`config.mk`:
```
export PLATFORM = sky130hd
export DESIGN_NAME = apb_req_arbiter
export DESIGN_NICKNAME = d
export VERILOG_FILES = /design/src/rtl/apb_req_arbiter.sv
export SDC_FILE = /design/constraint.sdc
export NUM_CORES = 1
export LEC_CHECK = 0
export CAP_MARGIN = 20
export CORE_MARGIN = 5
export CORE_UTILIZATION = 42
export CTS_BUF_LIST = sky130_fd_sc_hd__clkbuf_16
export CTS_CLUSTER_DIAMETER = 120
export DETAILED_ROUTE_END_ITERATION = 6
export PLACE_DENSITY_LB_ADDON = 0.25
export SETUP_SLACK_MARGIN = 0.3
export SLEW_MARGIN = 20
export SYNTH_ARGS = -nofsm -noshare
export SYNTH_HDL_FRONTEND = slang
export SYNTH_SLANG_ARGS = --single-unit
```
`constraint.sdc`:
```
create_clock -name clk -period 3.2 [get_ports clk]
set_input_delay 0.32 -clock clk [delete_from_list [all_inputs] [get_ports clk]]
set_output_delay 0.32 -clock clk [all_outputs]
set_load 0.02 [all_outputs]
```
`src/rtl/apb_req_arbiter.sv`:
```
// Round-robin arbiter sharing one APB master among NUM_REQ requesters.
// Each transfer runs IDLE -> BUSY -> RESP, and a hung peripheral is aborted after TIMEOUT BUSY cycles.
module apb_req_arbiter #(
  parameter int NUM_REQ = 2,
  parameter int SEL_W   = 8,
  parameter int ADDR_W  = 8,
  parameter int DATA_W  = 21,
  parameter int TIMEOUT = 255
) (
  input  logic                        clk,
  input  logic                        reset,
  input  logic [NUM_REQ-1:0]          req_valid,
  input  logic [NUM_REQ*SEL_W-1:0]    req_sel,
  input  logic [NUM_REQ*ADDR_W-1:0]   req_addr,
  input  logic [NUM_REQ*DATA_W-1:0]   req_wdata,
  output logic [NUM_REQ-1:0]          req_done,
  output logic [DATA_W-1:0]           resp_rdata,
  output logic                        resp_err,
  output logic                        busy,
  output logic                        m_enable,
  output logic [SEL_W-1:0]            m_sel,
  output logic [ADDR_W-1:0]           m_addr,
  output logic [DATA_W-1:0]           m_wdata,
  input  logic                        m_ready,
  input  logic [DATA_W-1:0]           m_rdata
);

  localparam int GW = $clog2(NUM_REQ);
  localparam int CW = (TIMEOUT > 1) ? $clog2(TIMEOUT) : 1;

  typedef enum logic [1:0] {S_IDLE = 2'd0, S_BUSY = 2'd1, S_RESP = 2'd2} state_t;

  state_t              r_state,     w_state_nx;
  logic [GW-1:0]       r_grant_id,  w_grant_nx;
  logic [GW-1:0]       r_last,      w_last_nx;
  logic [CW-1:0]       r_count,     w_count_nx;
  logic                r_m_enable,  w_m_enable_nx;
  logic [SEL_W-1:0]    r_m_sel,     w_m_sel_nx;
  logic [ADDR_W-1:0]   r_m_addr,    w_m_addr_nx;
  logic [DATA_W-1:0]   r_m_wdata,   w_m_wdata_nx;
  logic [NUM_REQ-1:0]  r_req_done,  w_req_done_nx;
  logic [DATA_W-1:0]   r_rdata,     w_rdata_nx;
  logic                r_err,       w_err_nx;
  logic                r_busy;

  logic                w_found;
  logic [GW-1:0]       w_idx;
  logic [GW-1:0]       w_pick;
  logic [SEL_W-1:0]    w_pick_sel;
  logic [ADDR_W-1:0]   w_pick_addr;
  logic [DATA_W-1:0]   w_pick_wdata;

  // Round-robin search starting one past the last completed grant, wrapping at NUM_REQ.
  always_comb begin
    w_found      = 1'b0;
    w_pick       = '0;
    w_idx        = r_last;
    w_pick_sel   = '0;
    w_pick_addr  = '0;
    w_pick_wdata = '0;
    for (int k = 0; k < NUM_REQ; k++) begin
      w_idx = (w_idx == GW'(NUM_REQ - 1)) ? '0 : w_idx + GW'(1);
      if (!w_found && req_valid[w_idx]) begin
        w_found = 1'b1;
        w_pick  = w_idx;
      end
    end
    for (int i = 0; i < NUM_REQ; i++) begin
      if (w_pick == GW'(i)) begin
        w_pick_sel   = req_sel[i*SEL_W +: SEL_W];
        w_pick_addr  = req_addr[i*ADDR_W +: ADDR_W];
        w_pick_wdata = req_wdata[i*DATA_W +: DATA_W];
      end
    end
  end

  // NOTE: every signal gets a default before the case so no path leaves one unassigned (no latch).
  always_comb begin
    w_state_nx    = r_state;
    w_grant_nx    = r_grant_id;
    w_last_nx     = r_last;
    w_count_nx    = r_count;
    w_m_enable_nx = 1'b0;
    w_m_sel_nx    = r_m_sel;
    w_m_addr_nx   = r_m_addr;
    w_m_wdata_nx  = r_m_wdata;
    w_req_done_nx = '0;
    w_rdata_nx    = '0;
    w_err_nx      = 1'b0;
    unique case (r_state)
      S_IDLE: begin
        if (w_found) begin
          w_state_nx    = S_BUSY;
          w_grant_nx    = w_pick;
          w_count_nx    = '0;
          w_m_enable_nx = 1'b1;
          w_m_sel_nx    = w_pick_sel;
          w_m_addr_nx   = w_pick_addr;
          w_m_wdata_nx  = w_pick_wdata;
        end else begin
          w_m_sel_nx   = '0;
          w_m_addr_nx  = '0;
          w_m_wdata_nx = '0;
        end
      end
      S_BUSY: begin
        // A ready in the final allowed cycle beats the timeout.
        if (m_ready) begin
          w_state_nx    = S_RESP;
          w_rdata_nx    = m_rdata;
          w_req_done_nx = NUM_REQ'(1) << r_grant_id;
        end else if (r_count == CW'(TIMEOUT - 1)) begin
          w_state_nx    = S_RESP;
          w_err_nx      = 1'b1;
          w_req_done_nx = NUM_REQ'(1) << r_grant_id;
        end else begin
          w_count_nx    = r_count + CW'(1);
          w_m_enable_nx = 1'b1;
        end
      end
      S_RESP: begin
        w_state_nx   = S_IDLE;
        w_last_nx    = r_grant_id;
        w_m_sel_nx   = '0;
        w_m_addr_nx  = '0;
        w_m_wdata_nx = '0;
      end
      default: w_state_nx = S_IDLE;
    endcase
  end

  // NOTE: state registers use non-blocking assignments so all of them update together at the edge.
  always_ff @(posedge clk) begin
    if (reset) begin
      r_state    <= S_IDLE;
      r_grant_id <= '0;
      r_last     <= GW'(NUM_REQ - 1);
      r_count    <= '0;
      r_m_enable <= 1'b0;
      r_m_sel    <= '0;
      r_m_addr   <= '0;
      r_m_wdata  <= '0;
      r_req_done <= '0;
      r_rdata    <= '0;
      r_err      <= 1'b0;
      r_busy     <= 1'b0;
    end else begin
      r_state    <= w_state_nx;
      r_grant_id <= w_grant_nx;
      r_last     <= w_last_nx;
      r_count    <= w_count_nx;
      r_m_enable <= w_m_enable_nx;
      r_m_sel    <= w_m_sel_nx;
      r_m_addr   <= w_m_addr_nx;
      r_m_wdata  <= w_m_wdata_nx;
      r_req_done <= w_req_done_nx;
      r_rdata    <= w_rdata_nx;
      r_err      <= w_err_nx;
      r_busy     <= (w_state_nx != S_IDLE);
    end
  end

  assign req_done   = r_req_done;
  assign resp_rdata = r_rdata;
  assign resp_err   = r_err;
  assign busy       = r_busy;
  assign m_enable   = r_m_enable;
  assign m_sel      = r_m_sel;
  assign m_addr     = r_m_addr;
  assign m_wdata    = r_m_wdata;

endmodule

```
==> metrics.txt, run 1 <==
# TYPE chip_impl_metric gauge
chip_impl_info{name="status",value="finished clean"} 1
chip_impl_metric{name="cp_data_arrival_time",unit="ps"} 2100
chip_impl_metric{name="slew_headroom",unit="%"} 37.9
chip_impl_metric{name="netlist_cell_types",unit=""} 44
chip_impl_metric{name="route.detailed.wl_per_inst",unit="microns"} 15.5
chip_impl_metric{name="hold_violations",unit=""} 0
chip_impl_info{name="setup.worst_path.start_class",value="input port"} 1
chip_impl_metric{name="finClkSkew",unit="ps"} 6.33
chip_impl_metric{name="postCtsSetupRepairBufs",unit=""} 0
chip_impl_metric{name="clkSlewWorstSetupHoldPaths",unit="ps"} 60
chip_impl_metric{name="global_route_wire_length_before_repair",unit="microns"} 13300
chip_impl_metric{name="leakage_power",unit="nW"} 1.85
chip_impl_info{name="final_cell_mix",value="sky130_fd_sc_hd__clkdlybuf4s50_1, sky130_fd_sc_hd__dfxtp_1, sky130_fd_sc_hd__mux2i_1, sky130_fd_sc_hd__nand2_1, sky130_fd_sc_hd__and2_1"} 1
chip_impl_metric{name="multi_input_comb_area",unit="sq um"} 1340
chip_impl_metric{name="placement.io_buffers",unit=""} 162
chip_impl_info{name="timing_worst_setup_path_type",value="input port to flip-flop"} 1
chip_impl_metric{name="post_cts.resized_instances",unit=""} 0
chip_impl_metric{name="netSwitchingFraction",unit="%"} 22.5
chip_impl_metric{name="die_width",unit="microns"} 93.9
chip_impl_metric{name="core_area",unit="sq um"} 6830
chip_impl_metric{name="fp-row-count",unit=""} 30
chip_impl_metric{name="max_clock_freq",unit="MHz"} 525
chip_impl_info{name="setup_repair_after_global_routing_missed_its_margin",value="false"} 1
chip_impl_metric{name="worst_slew_pin_slew",unit="ps"} 927
chip_impl_metric{name="detail-route-antenna-nets",unit=""} 0
chip_impl_metric{name="drt_pass1_iterations",unit=""} 4
chip_impl_metric{name="antenna_found_initial",unit=""} 0
chip_impl_info{name="tritoncts_clock_tree",value="built"} 1
chip_impl_metric{name="timing.critical_path.required",unit="ps"} 3390
chip_impl_metric{name="fraction_of_synthesis_flops_using_an_asynchronous_set_or_reset_pin",unit="%"} 0
chip_impl_info{name="cts_root_buffer",value="sky130_fd_sc_hd__clkbuf_16"} 1
chip_impl_metric{name="num-nets-final",unit=""} 553
chip_impl_metric{name="use_met3",unit="%"} 9.13
chip_impl_metric{name="clock_insertion_delay_worst_skew",unit="ps"} 330
chip_impl_metric{name="seq_area_frac_synth",unit="%"} 50.8
chip_impl_metric{name="global_route_total_usage_across_every_layer",unit="%"} 19.6
chip_impl_info{name="crit_path_end_kind",value="flip-flop"} 1
chip_impl_metric{name="gr-total-overflow",unit=""} 0
chip_impl_metric{name="cell_internal_pwr",unit="mW"} 2.07
chip_impl_metric{name="cts-root-to-sink-buffers",unit=""} 2
chip_impl_metric{name="drive_gt1_share",unit="%"} 7.68
chip_impl_metric{name="reg2reg_setup_slack",unit="ps"} 1360
chip_impl_metric{name="setup_tns",unit="ps"} 0
chip_impl_metric{name="gp_routability_congestion",unit=""} 0.780
chip_impl_metric{name="timing.final.crit_share",unit="%"} 59.6
chip_impl_metric{name="cts_num_sinks",unit=""} 75
chip_impl_metric{name="drt_drc_violations_left",unit=""} 0
chip_impl_metric{name="vert_die_dim",unit="microns"} 93.9
chip_impl_metric{name="antenna_cells",unit=""} 0
chip_impl_metric{name="grt_start_max_net_pins",unit=""} 38
chip_impl_metric{name="layout.cell_area.non_filler",unit="sq um"} 4990
chip_impl_metric{name="layout_stage_area_growth_over_the_synthesis_result",unit="%"} 68.6
chip_impl_metric{name="cts_bufs_inserted",unit=""} 9
chip_impl_metric{name="vdd_ir_drop_max",unit="V"} 0.000292
chip_impl_metric{name="fin_ws",unit="ps"} 1290
chip_impl_metric{name="use_met2",unit="%"} 34.9
chip_impl_metric{name="cap_viol_max_count",unit=""} 0
chip_impl_metric{name="h-tree-depth",unit=""} 3
chip_impl_metric{name="dr_total_vias",unit=""} 2682
chip_impl_metric{name="quantity_of_hold_fixing_buffers_added_after_cts",unit=""} 0
chip_impl_metric{name="pwr-share-clk",unit="%"} 45.9
chip_impl_metric{name="detailed_place.area",unit="sq um"} 4620
chip_impl_info{name="timing.hold.worst.class",value="flip-flop to flip-flop"} 1
chip_impl_metric{name="filler_cell_count",unit=""} 498
chip_impl_metric{name="share_comb_of_total_power",unit="%"} 16.1
chip_impl_metric{name="initial_core_util",unit="%"} 43.3
chip_impl_metric{name="dp_slack",unit="ps"} 1030
chip_impl_metric{name="route.detailed.vias_per_inst",unit=""} 4.86
chip_impl_metric{name="p_switching",unit="mW"} 0.599
chip_impl_metric{name="synth_seq_cells",unit=""} 75
chip_impl_metric{name="mappedNetlistArea",unit="sq um"} 2960
chip_impl_info{name="layout_commonest_cell",value="sky130_fd_sc_hd__clkdlybuf4s50_1"} 1
chip_impl_metric{name="io-pin-count",unit=""} 163
chip_impl_metric{name="area.sequential",unit="sq um"} 1500
chip_impl_metric{name="postRouteWirelength",unit="microns"} 8540
chip_impl_metric{name="full_die_area",unit="sq um"} 8820
chip_impl_metric{name="layout_min_cycle_time",unit="ps"} 1910
chip_impl_info{name="grt_busiest_layer",value="met2"} 1
chip_impl_metric{name="setup-violations-final",unit=""} 0
chip_impl_info{name="most_used_flip_flop_cell_after_synthesis",value="sky130_fd_sc_hd__dfxtp_1"} 1
chip_impl_metric{name="p_seq_share",unit="%"} 38.0
chip_impl_metric{name="postSynthNetCount",unit=""} 394
chip_impl_metric{name="power.density_cell_area",unit="nW/um^2"} 535
chip_impl_metric{name="grt_pass1_vias",unit=""} 2659
chip_impl_metric{name="drtIter0Drc",unit=""} 88
chip_impl_metric{name="final_max_slew_viol_count",unit=""} 0
chip_impl_metric{name="synthCells",unit=""} 292
chip_impl_metric{name="synth_edf_count",unit=""} 0
chip_impl_metric{name="synth.yosys.warnings",unit=""} 0
chip_impl_metric{name="worst-path-max-fanout",unit=""} 6
chip_impl_metric{name="groute.layer.met1.usage",unit="%"} 20.3
chip_impl_metric{name="syn_avg_cell_area",unit="sq um"} 10.1
chip_impl_metric{name="dp.final_hpwl",unit="microns"} 6290
-- synth_stat cells, types with 2 or more instances --
library cell	count	area share (%)
sky130_fd_sc_hd__dfxtp_1	75	51
sky130_fd_sc_hd__nor4_1	2	0.42
sky130_fd_sc_hd__clkbuf_1	6	0.76
sky130_fd_sc_hd__a211oi_1	3	0.76
sky130_fd_sc_hd__a21oi_1	8	1.4
sky130_fd_sc_hd__o21ai_2	11	3.3
sky130_fd_sc_hd__o21ai_1	19	3.2
sky130_fd_sc_hd__inv_1	3	0.38
sky130_fd_sc_hd__buf_2	2	0.34
sky130_fd_sc_hd__buf_6	4	1.5
sky130_fd_sc_hd__nor3b_1	2	0.51
sky130_fd_sc_hd__o21ai_0	11	1.9
sky130_fd_sc_hd__mux2i_1	42	14
sky130_fd_sc_hd__nand2_1	42	5.3
sky130_fd_sc_hd__o211ai_1	7	1.8
sky130_fd_sc_hd__nor3_1	2	0.34
sky130_fd_sc_hd__ha_1	2	0.85
sky130_fd_sc_hd__and2_1	24	5.1
sky130_fd_sc_hd__and3_1	2	0.42
-- state kept, by name, summed over array words and instances (netlist names), 2 cells and up --
register and flops:
m_wdata 21, r_state 2, resp_rdata 21, m_sel 8
req_done 2, m_addr 8, r_count 8
-- metrics by stage --
stage / util (%) / std cells / power, mW / hold slack, ps
5_1_grt: 73.0 / 552 / 2.77 / 465
2_1_floorplan: - / 292 / 1.23 / 397
3_3_place_gp: 67.6 / 536 / 1.46 / 435
4_1_cts: 73.0 / 552 / 2.70 / 450
6_report: 73.0 / 552 / 2.67 / 446
3_5_place_dp: 67.6 / 536 / 1.46 / 441
-- cell type report --
| type | count | share of cell area (%) |
|---|---|---|
| repair buffers | 164 | 33.1 |
| flip-flops and latches | 75 | 30.1 |
| multi-input cells | 197 | 26.8 |
| clock buffers | 9 | 4.52 |
| clock inverters | 7 | 2.81 |
| well taps | 96 | 2.41 |
| inverters | 4 | 0.301 |
-- cells by family (layout without fill, tap and decap cells) --
group,Yosys count,after routing,share of synthesized area [%]
compound gates,65,65,13.9
mux,42,42,14.2
simple gates,88,88,15.5
fa+ha+maj,2,2,0.846
buf+inv,20,184,4.70
flops,75,75,50.8
-- worst max-delay path, cell delays in order --
cell and delay [ps]:
sky130_fd_sc_hd__clkdlybuf4s50_1 500, sky130_fd_sc_hd__nor3b_1 610, sky130_fd_sc_hd__o21ai_0 450, sky130_fd_sc_hd__mux2i_1 210
-- worst paths after layout --
check / depth (start not counted) / start / end
setup / recovery: 4 / m_ready / r_count[0]
hold / removal: 2 / m_wdata[3] / m_wdata[3]
setup reg to reg: 3 / r_state[0] / r_count[0]
hold reg to reg: 2 / m_wdata[3] / m_wdata[3]
-- routing by layer --
metal / vias up / routed length (microns)
met1: 1223 / 3150
met5: - / 0
met3: 9 / 844
li1: 1341 / -
met4: 0 / 81
met2: 109 / 4460
-- power by group through the flow --
stage	clock, mW	combinational, mW	sequential (mW)
6_report	1.23	0.429	1.01
5_1_grt	1.30	0.455	1.02
4_1_cts	1.25	0.433	1.01
3_5_place_dp	0	0.432	1.03
3_3_place_gp	0	0.426	1.03
2_1_floorplan	0	0.138	1.09
(Power assumes the default switching activity.)
==> run 2, diff against run 1 <==
--- a/config.mk
+++ b/config.mk
@@ -7,7 +7,7 @@
 export LEC_CHECK = 0
 export CAP_MARGIN = 20
 export CORE_MARGIN = 5
-export CORE_UTILIZATION = 42
+export CORE_UTILIZATION = 39
 export CTS_BUF_LIST = sky130_fd_sc_hd__clkbuf_16
 export CTS_CLUSTER_DIAMETER = 120
 export DETAILED_ROUTE_END_ITERATION = 6
==> constraint.sdc (replaced) <==
create_clock -name clk -period 1.8 [get_ports clk]
set_input_delay 0.18 -clock clk [delete_from_list [all_inputs] [get_ports clk]]
set_output_delay 0.18 -clock clk [all_outputs]
set_load 0.02 [all_outputs]
==> run 2 against run 1 <==
- sequential power increased by 78%
- clock-buffer cell count unchanged
- worst setup slack got worse by 970 ps
- die area is 6.9% higher
- critical endpoint is now resp_rdata[16]
- largest cell class unchanged
- highest routed layer unchanged
==> metrics.txt, run 2 (synthesis results as in run 1) <==
# TYPE chip_impl_metric gauge
chip_impl_metric{name="fp-row-count",unit=""} 31
chip_impl_metric{name="report.power.total",unit="mW"} 4.34
chip_impl_metric{name="grt_pass1_vias",unit=""} 2862
chip_impl_metric{name="cts_bufs_inserted",unit=""} 9
chip_impl_metric{name="full_die_area",unit="sq um"} 9420
chip_impl_metric{name="postRouteWirelength",unit="microns"} 8880
chip_impl_metric{name="drtIter0Drc",unit=""} 57
chip_impl_metric{name="antenna_found_initial",unit=""} 0
chip_impl_metric{name="vdd_ir_drop_max",unit="V"} 0.000555
chip_impl_metric{name="worst-path-max-fanout",unit=""} 1
chip_impl_info{name="path_delay_family",value="buffers and inverters"} 1
chip_impl_metric{name="fin_ws",unit="ps"} 328
chip_impl_metric{name="max_clock_freq",unit="MHz"} 679
chip_impl_info{name="status",value="finished clean"} 1
chip_impl_metric{name="clock_insertion_delay_worst_skew",unit="ps"} 330
chip_impl_metric{name="dr_total_vias",unit=""} 2718
chip_impl_metric{name="global_route_total_usage_across_every_layer",unit="%"} 18.1
chip_impl_metric{name="timing.critical_path.required",unit="ps"} 1620
chip_impl_metric{name="postCtsSetupRepairBufs",unit=""} 0
chip_impl_info{name="timing_worst_setup_path_type",value="flip-flop to output pin"} 1
chip_impl_metric{name="drive_gt1_share",unit="%"} 10.3
chip_impl_info{name="tritoncts_clock_tree",value="built"} 1
chip_impl_info{name="cp_cell_sequence",value="clkdlybuf4s50_1"} 1
chip_impl_metric{name="layout_stage_area_growth_over_the_synthesis_result",unit="%"} 70.0
chip_impl_metric{name="layout_min_cycle_time",unit="ps"} 1470
chip_impl_metric{name="h-tree-depth",unit=""} 3
chip_impl_metric{name="die_width",unit="microns"} 97.1
chip_impl_metric{name="finClkSkew",unit="ps"} 6.41
chip_impl_metric{name="route.detailed.vias_per_inst",unit=""} 4.83
chip_impl_metric{name="io-pin-count",unit=""} 163
chip_impl_metric{name="num-nets-final",unit=""} 561
chip_impl_metric{name="cts-root-to-sink-buffers",unit=""} 2
chip_impl_info{name="timing.hold.worst.class",value="input port to flip-flop"} 1
chip_impl_metric{name="gp_routability_congestion",unit=""} 0.772
chip_impl_metric{name="initial_core_util",unit="%"} 40.3
chip_impl_info{name="final_cell_mix",value="sky130_fd_sc_hd__clkdlybuf4s50_1, sky130_fd_sc_hd__dfxtp_1, sky130_fd_sc_hd__mux2i_1, sky130_fd_sc_hd__nand2_1, sky130_fd_sc_hd__and2_1"} 1
chip_impl_metric{name="cap_viol_max_count",unit=""} 0
chip_impl_metric{name="route.detailed.wl_per_inst",unit="microns"} 15.8
chip_impl_metric{name="drt_pass1_iterations",unit=""} 4
chip_impl_metric{name="hold_violations",unit=""} 0
chip_impl_metric{name="global_route_wire_length_before_repair",unit="microns"} 13700
chip_impl_metric{name="detail-route-antenna-nets",unit=""} 0
chip_impl_metric{name="grt_start_max_net_pins",unit=""} 38
chip_impl_metric{name="vert_die_dim",unit="microns"} 97.1
chip_impl_info{name="layout_commonest_cell",value="sky130_fd_sc_hd__clkdlybuf4s50_1"} 1
chip_impl_metric{name="finish.cell_count_without_fillers",unit=""} 563
chip_impl_metric{name="core_area",unit="sq um"} 7330
chip_impl_metric{name="gr-total-overflow",unit=""} 0
chip_impl_metric{name="leakage_power",unit="nW"} 2.00
chip_impl_metric{name="drt_drc_violations_left",unit=""} 0
chip_impl_metric{name="power.density_cell_area",unit="nW/um^2"} 864
chip_impl_metric{name="worst_slew_pin_slew",unit="ps"} 360
chip_impl_metric{name="placement.io_buffers",unit=""} 162
chip_impl_metric{name="setup-violations-final",unit=""} 0
chip_impl_info{name="setup_repair_after_global_routing_missed_its_margin",value="true"} 1
chip_impl_metric{name="antenna_cells",unit=""} 0
chip_impl_metric{name="setup_tns",unit="ps"} 0
chip_impl_metric{name="cp_data_arrival_time",unit="ps"} 1290
chip_impl_metric{name="quantity_of_hold_fixing_buffers_added_after_cts",unit=""} 0
chip_impl_info{name="cts_root_buffer",value="sky130_fd_sc_hd__clkbuf_16"} 1
chip_impl_metric{name="dp.final_hpwl",unit="microns"} 6560
chip_impl_metric{name="final_max_slew_viol_count",unit=""} 0
chip_impl_info{name="slowest_library_cell_on_the_worst_path",value="sky130_fd_sc_hd__clkdlybuf4s50_1"} 1
chip_impl_metric{name="timing.final.crit_share",unit="%"} 81.8
chip_impl_metric{name="slew_headroom",unit="%"} 75.8
chip_impl_info{name="setup.worst_path.start_class",value="flip-flop"} 1
chip_impl_metric{name="dpl.cell_count",unit=""} 546
chip_impl_metric{name="dp_slack",unit="ps"} 81.0
chip_impl_metric{name="clkSlewWorstSetupHoldPaths",unit="ps"} 60
chip_impl_metric{name="cts_num_sinks",unit=""} 75
chip_impl_metric{name="path_buf_inv",unit=""} 1
chip_impl_info{name="crit_path_end_kind",value="output pin"} 1
chip_impl_metric{name="crit_path_max_incr_delay",unit="ps"} 620
## run 2: worst paths after layout
check	cells after the start	startpoint	slack (ps)	to
hold reg to reg	2	m_sel[6]	450	m_sel[6]
hold / removal	2	m_rdata[6]	400	resp_rdata[6]
setup reg to reg	5	r_count[0]	360	r_count[4]
setup / recovery	1	resp_rdata[16]	330	resp_rdata[16]
## run 2: repair_timing
action / in CTS / in global routing
setup endpoints to repair: 10 / 38
gates cloned: 0 / 1
resized for setup: 3 / 14
pin swaps: 1 / 0
## run 2: cell type report
type / instances / area, sq um
Clock inverter: 7 / 68.8
Timing Repair Buffer: 171 / 1740
Inverter: 4 / 15.0
Sequential cell: 75 / 1500
Clock buffer: 9 / 225
Tap cell: 99 / 124
Fill cell: 571 / 2300
Multi-Input combinational cell: 198 / 1360
## run 2: per-layer routing
layer  global-route usage [%]  share of wire, %  wire length [microns]
met1                     18.8                38                   3340
met2                     31.8                52                   4600
met3                     6.96               7.3                    652
met4                     8.75               3.1                    279
met5                        0                 0                      0
## run 2: report_power, final
part           leakage (nW)  switching (mW)  internal, mW
combinational          1.25           0.343         0.444
sequential            0.614          0.0460          1.75
clock                 0.141           0.689          1.07
total                  2.00            1.08          3.27
## run 2: stage by stage
| stage | cell area (sq um) | hold slack, ps | util, % |
|---|---|---|---|
| 5_1_grt | 5030 | 408 | 68.6 |
| 2_1_floorplan | 2960 | 257 | - |
| 6_report | 5030 | 404 | 68.6 |
| 3_5_place_dp | 4690 | 439 | 64.0 |
| 4_1_cts | 4990 | 396 | 68.0 |
| 3_3_place_gp | 4690 | 434 | 64.0 |
==> run 3, diff against run 2 <==
==> constraint.sdc (replaced) <==
create_clock -name clk -period 1.4 [get_ports clk]
set_input_delay 0.14 -clock clk [delete_from_list [all_inputs] [get_ports clk]]
set_output_delay 0.14 -clock clk [all_outputs]
set_load 0.02 [all_outputs]
==> run 3 against run 2 <==
- sequential power is 28% higher
- first-iteration DRC count is 110% higher
- clock-buffer cell count stayed put
- hold slack worse by 29 ps
- wire length is 7.3% higher
- final area is 6.3% higher
- total power is 33% higher
- non-clock buffer count is 22 higher
- utilization is 4.3 points higher
- sequential share of layout area is 1.6 points lower
- die area stayed put
- largest cell class unchanged
- highest routed layer unchanged
==> metrics.txt, run 3 (synthesis results as in run 1) <==
# TYPE chip_impl_metric gauge
chip_impl_info{name="final_cell_mix",value="sky130_fd_sc_hd__clkdlybuf4s50_1, sky130_fd_sc_hd__dfxtp_1, sky130_fd_sc_hd__mux2i_1, sky130_fd_sc_hd__nand2_1"} 1
chip_impl_metric{name="clkSlewWorstSetupHoldPaths",unit="ps"} 60
chip_impl_info{name="timing_worst_setup_path_type",value="flip-flop to flip-flop"} 1
chip_impl_metric{name="final_max_slew_viol_count",unit=""} 0
chip_impl_metric{name="route.detailed.wl_per_inst",unit="microns"} 16.3
chip_impl_metric{name="setup-violations-final",unit=""} 0
chip_impl_metric{name="hold_slack",unit="ps"} 375
chip_impl_metric{name="hold_violations",unit=""} 0
chip_impl_metric{name="share_comb_of_total_power",unit="%"} 18.9
chip_impl_info{name="holdCritStartpoint",value="m_rdata[14]"} 1
chip_impl_metric{name="max_clock_freq",unit="MHz"} 731
chip_impl_metric{name="cell_internal_pwr",unit="mW"} 4.38
chip_impl_metric{name="placement.io_buffers",unit=""} 162
chip_impl_metric{name="clock_insertion_delay_worst_skew",unit="ps"} 320
chip_impl_metric{name="dp_slack",unit="ps"} -218
chip_impl_metric{name="finish.cell_count_without_fillers",unit=""} 584
chip_impl_metric{name="fin_ws",unit="ps"} 31.7
chip_impl_metric{name="netSwitchingFraction",unit="%"} 23.9
chip_impl_metric{name="utilization",unit="%"} 72.9
chip_impl_metric{name="global_route_total_usage_across_every_layer",unit="%"} 19.2
chip_impl_metric{name="p_seq_share",unit="%"} 40.1
chip_impl_metric{name="fp-row-count",unit=""} 31
chip_impl_metric{name="vdd_ir_drop_max",unit="V"} 0.00101
chip_impl_info{name="hold_end",value="resp_rdata[14]"} 1
chip_impl_metric{name="grt_start_max_net_pins",unit=""} 38
chip_impl_metric{name="filler_cell_count",unit=""} 517
chip_impl_info{name="reg2reg_from",value="r_state[0]"} 1
chip_impl_metric{name="io-pin-count",unit=""} 163
chip_impl_metric{name="antenna_cells",unit=""} 0
chip_impl_metric{name="worst_slew_pin_slew",unit="ps"} 298
chip_impl_info{name="status",value="finished clean"} 1
chip_impl_metric{name="detail-route-antenna-nets",unit=""} 0
chip_impl_metric{name="timing.hold.worst_path_depth",unit=""} 2
chip_impl_metric{name="h-tree-depth",unit=""} 3
chip_impl_metric{name="core_area",unit="sq um"} 7330
chip_impl_metric{name="setup_tns",unit="ps"} 0
chip_impl_metric{name="cts_num_sinks",unit=""} 75
chip_impl_metric{name="drive_gt1_share",unit="%"} 33.6
chip_impl_metric{name="antenna_found_initial",unit=""} 0
chip_impl_metric{name="reg2reg_setup_slack",unit="ps"} 30
chip_impl_metric{name="initial_core_util",unit="%"} 40.3
chip_impl_metric{name="vert_die_dim",unit="microns"} 97.1
chip_impl_metric{name="cp_data_arrival_time",unit="ps"} 1570
chip_impl_metric{name="cts-root-to-sink-buffers",unit=""} 2
chip_impl_metric{name="slew_headroom",unit="%"} 80.0
chip_impl_metric{name="postRouteWirelength",unit="microns"} 9530
chip_impl_metric{name="timing.critical_path.required",unit="ps"} 1600
chip_impl_metric{name="drt_pass1_iterations",unit=""} 4
chip_impl_metric{name="cap_viol_max_count",unit=""} 0
chip_impl_metric{name="layout_stage_area_growth_over_the_synthesis_result",unit="%"} 80.7
chip_impl_metric{name="quantity_of_hold_fixing_buffers_added_after_cts",unit=""} 0
chip_impl_metric{name="route.detailed.vias_per_inst",unit=""} 4.84
chip_impl_metric{name="dr_total_vias",unit=""} 2824
chip_impl_metric{name="die_width",unit="microns"} 97.1
chip_impl_info{name="critical_path.reg2reg.endpoint",value="r_count[7]"} 1
chip_impl_metric{name="layout_min_cycle_time",unit="ps"} 1370
chip_impl_metric{name="num-nets-final",unit=""} 582
chip_impl_info{name="setup.worst_path.start_class",value="flip-flop"} 1
chip_impl_metric{name="drtIter0Drc",unit=""} 117
chip_impl_info{name="layout_commonest_cell",value="sky130_fd_sc_hd__clkdlybuf4s50_1"} 1
chip_impl_info{name="tritoncts_clock_tree",value="built"} 1
chip_impl_info{name="timing.hold.worst.class",value="input port to flip-flop"} 1
chip_impl_metric{name="full_die_area",unit="sq um"} 9420
chip_impl_info{name="crit_path_end_kind",value="flip-flop"} 1
chip_impl_metric{name="dp.final_hpwl",unit="microns"} 6760
chip_impl_metric{name="worst-path-max-fanout",unit=""} 6
chip_impl_metric{name="grt_pass1_vias",unit=""} 2855
chip_impl_metric{name="leakage_power",unit="nW"} 2.11
chip_impl_metric{name="finClkSkew",unit="ps"} 6.17
chip_impl_metric{name="timing.final.crit_share",unit="%"} 97.7
chip_impl_metric{name="drt_drc_violations_left",unit=""} 0
chip_impl_metric{name="pwr-share-clk",unit="%"} 41.0
chip_impl_metric{name="p_switching",unit="mW"} 1.38
chip_impl_info{name="setup_repair_after_global_routing_missed_its_margin",value="true"} 1
chip_impl_info{name="cts_root_buffer",value="sky130_fd_sc_hd__clkbuf_16"} 1
chip_impl_metric{name="cts_bufs_inserted",unit=""} 9
chip_impl_metric{name="gp_routability_congestion",unit=""} 0.893
chip_impl_metric{name="dpl.cell_count",unit=""} 553
chip_impl_metric{name="worstRegToRegCells",unit=""} 7
chip_impl_metric{name="global_route_wire_length_before_repair",unit="microns"} 14700
chip_impl_metric{name="power.density_cell_area",unit="nW/um^2"} 1080
chip_impl_metric{name="gr-total-overflow",unit=""} 0
## run 3: routing by layer
| layer | track usage [%] | vias to the layer above | share of wire, % |
|---|---|---|---|
| li1 | - | 1398 | - |
| met1 | 21.5 | 1287 | 40 |
| met2 | 32.3 | 131 | 48 |
| met3 | 9.12 | 8 | 11 |
| met4 | 5.72 | 0 | 1.2 |
| met5 | 0 | - | 0 |
## run 3: how the worst max path moves through the flow
stage	start	endpoint	slack, ps	cells past startpoint
detailed placement	req_valid[1]	m_addr[4]	-220	5
global route	r_state[0]	r_count[7]	-70	7
global placement	req_valid[1]	m_sel[5]	-170	5
CTS	r_state[0]	m_wdata[3]	5	4
floorplan	r_state[0]	m_wdata[10]	-80	6
finish	r_state[0]	r_count[7]	30	7
## run 3: layout make-up
cell class	count	area [sq um]	area share (%)
inverters	4	17.5	0.328
repair buffers	193	1800	33.6
multi-input cells	197	1580	29.6
well taps	99	124	2.32
clock inverters	7	83.8	1.57
clock buffers	9	225	4.21
flip-flops and latches	75	1510	28.3
## run 3: what timing repair did
action                     CTS  global route
buffers inserted             8             5
pin swaps                   14             6
gates cloned                 0             2
resized for setup          187            79
setup endpoints to repair  136           112
## run 3: power by group through the flow
stage | combinational, mW | sequential (mW) | clock, mW
after floorplan | 0.322 | 2.49 | 0
after global placement | 1.04 | 2.35 | 0
after detailed placement | 1.05 | 2.36 | 0
after CTS | 1.07 | 2.31 | 2.42
after global routing | 1.16 | 2.32 | 2.52
final | 1.09 | 2.31 | 2.36
## run 3: critical path, cell delays in order, from the launching register on
cell                       delay (ps)
sky130_fd_sc_hd__dfxtp_2          310
sky130_fd_sc_hd__buf_4            120
sky130_fd_sc_hd__buf_6            120
sky130_fd_sc_hd__nor3b_2          140
sky130_fd_sc_hd__buf_4            170
sky130_fd_sc_hd__buf_4            140
sky130_fd_sc_hd__a41oi_2          180
sky130_fd_sc_hd__a211oi_2          50
## run 3: through the flow
stage | instance area, sq um | total power, mW
after floorplan | 3020 | 2.82
after global placement | 4810 | 3.39
after detailed placement | 4810 | 3.41
after CTS | 5350 | 5.80
after global routing | 5340 | 6.01
final | 5340 | 5.76
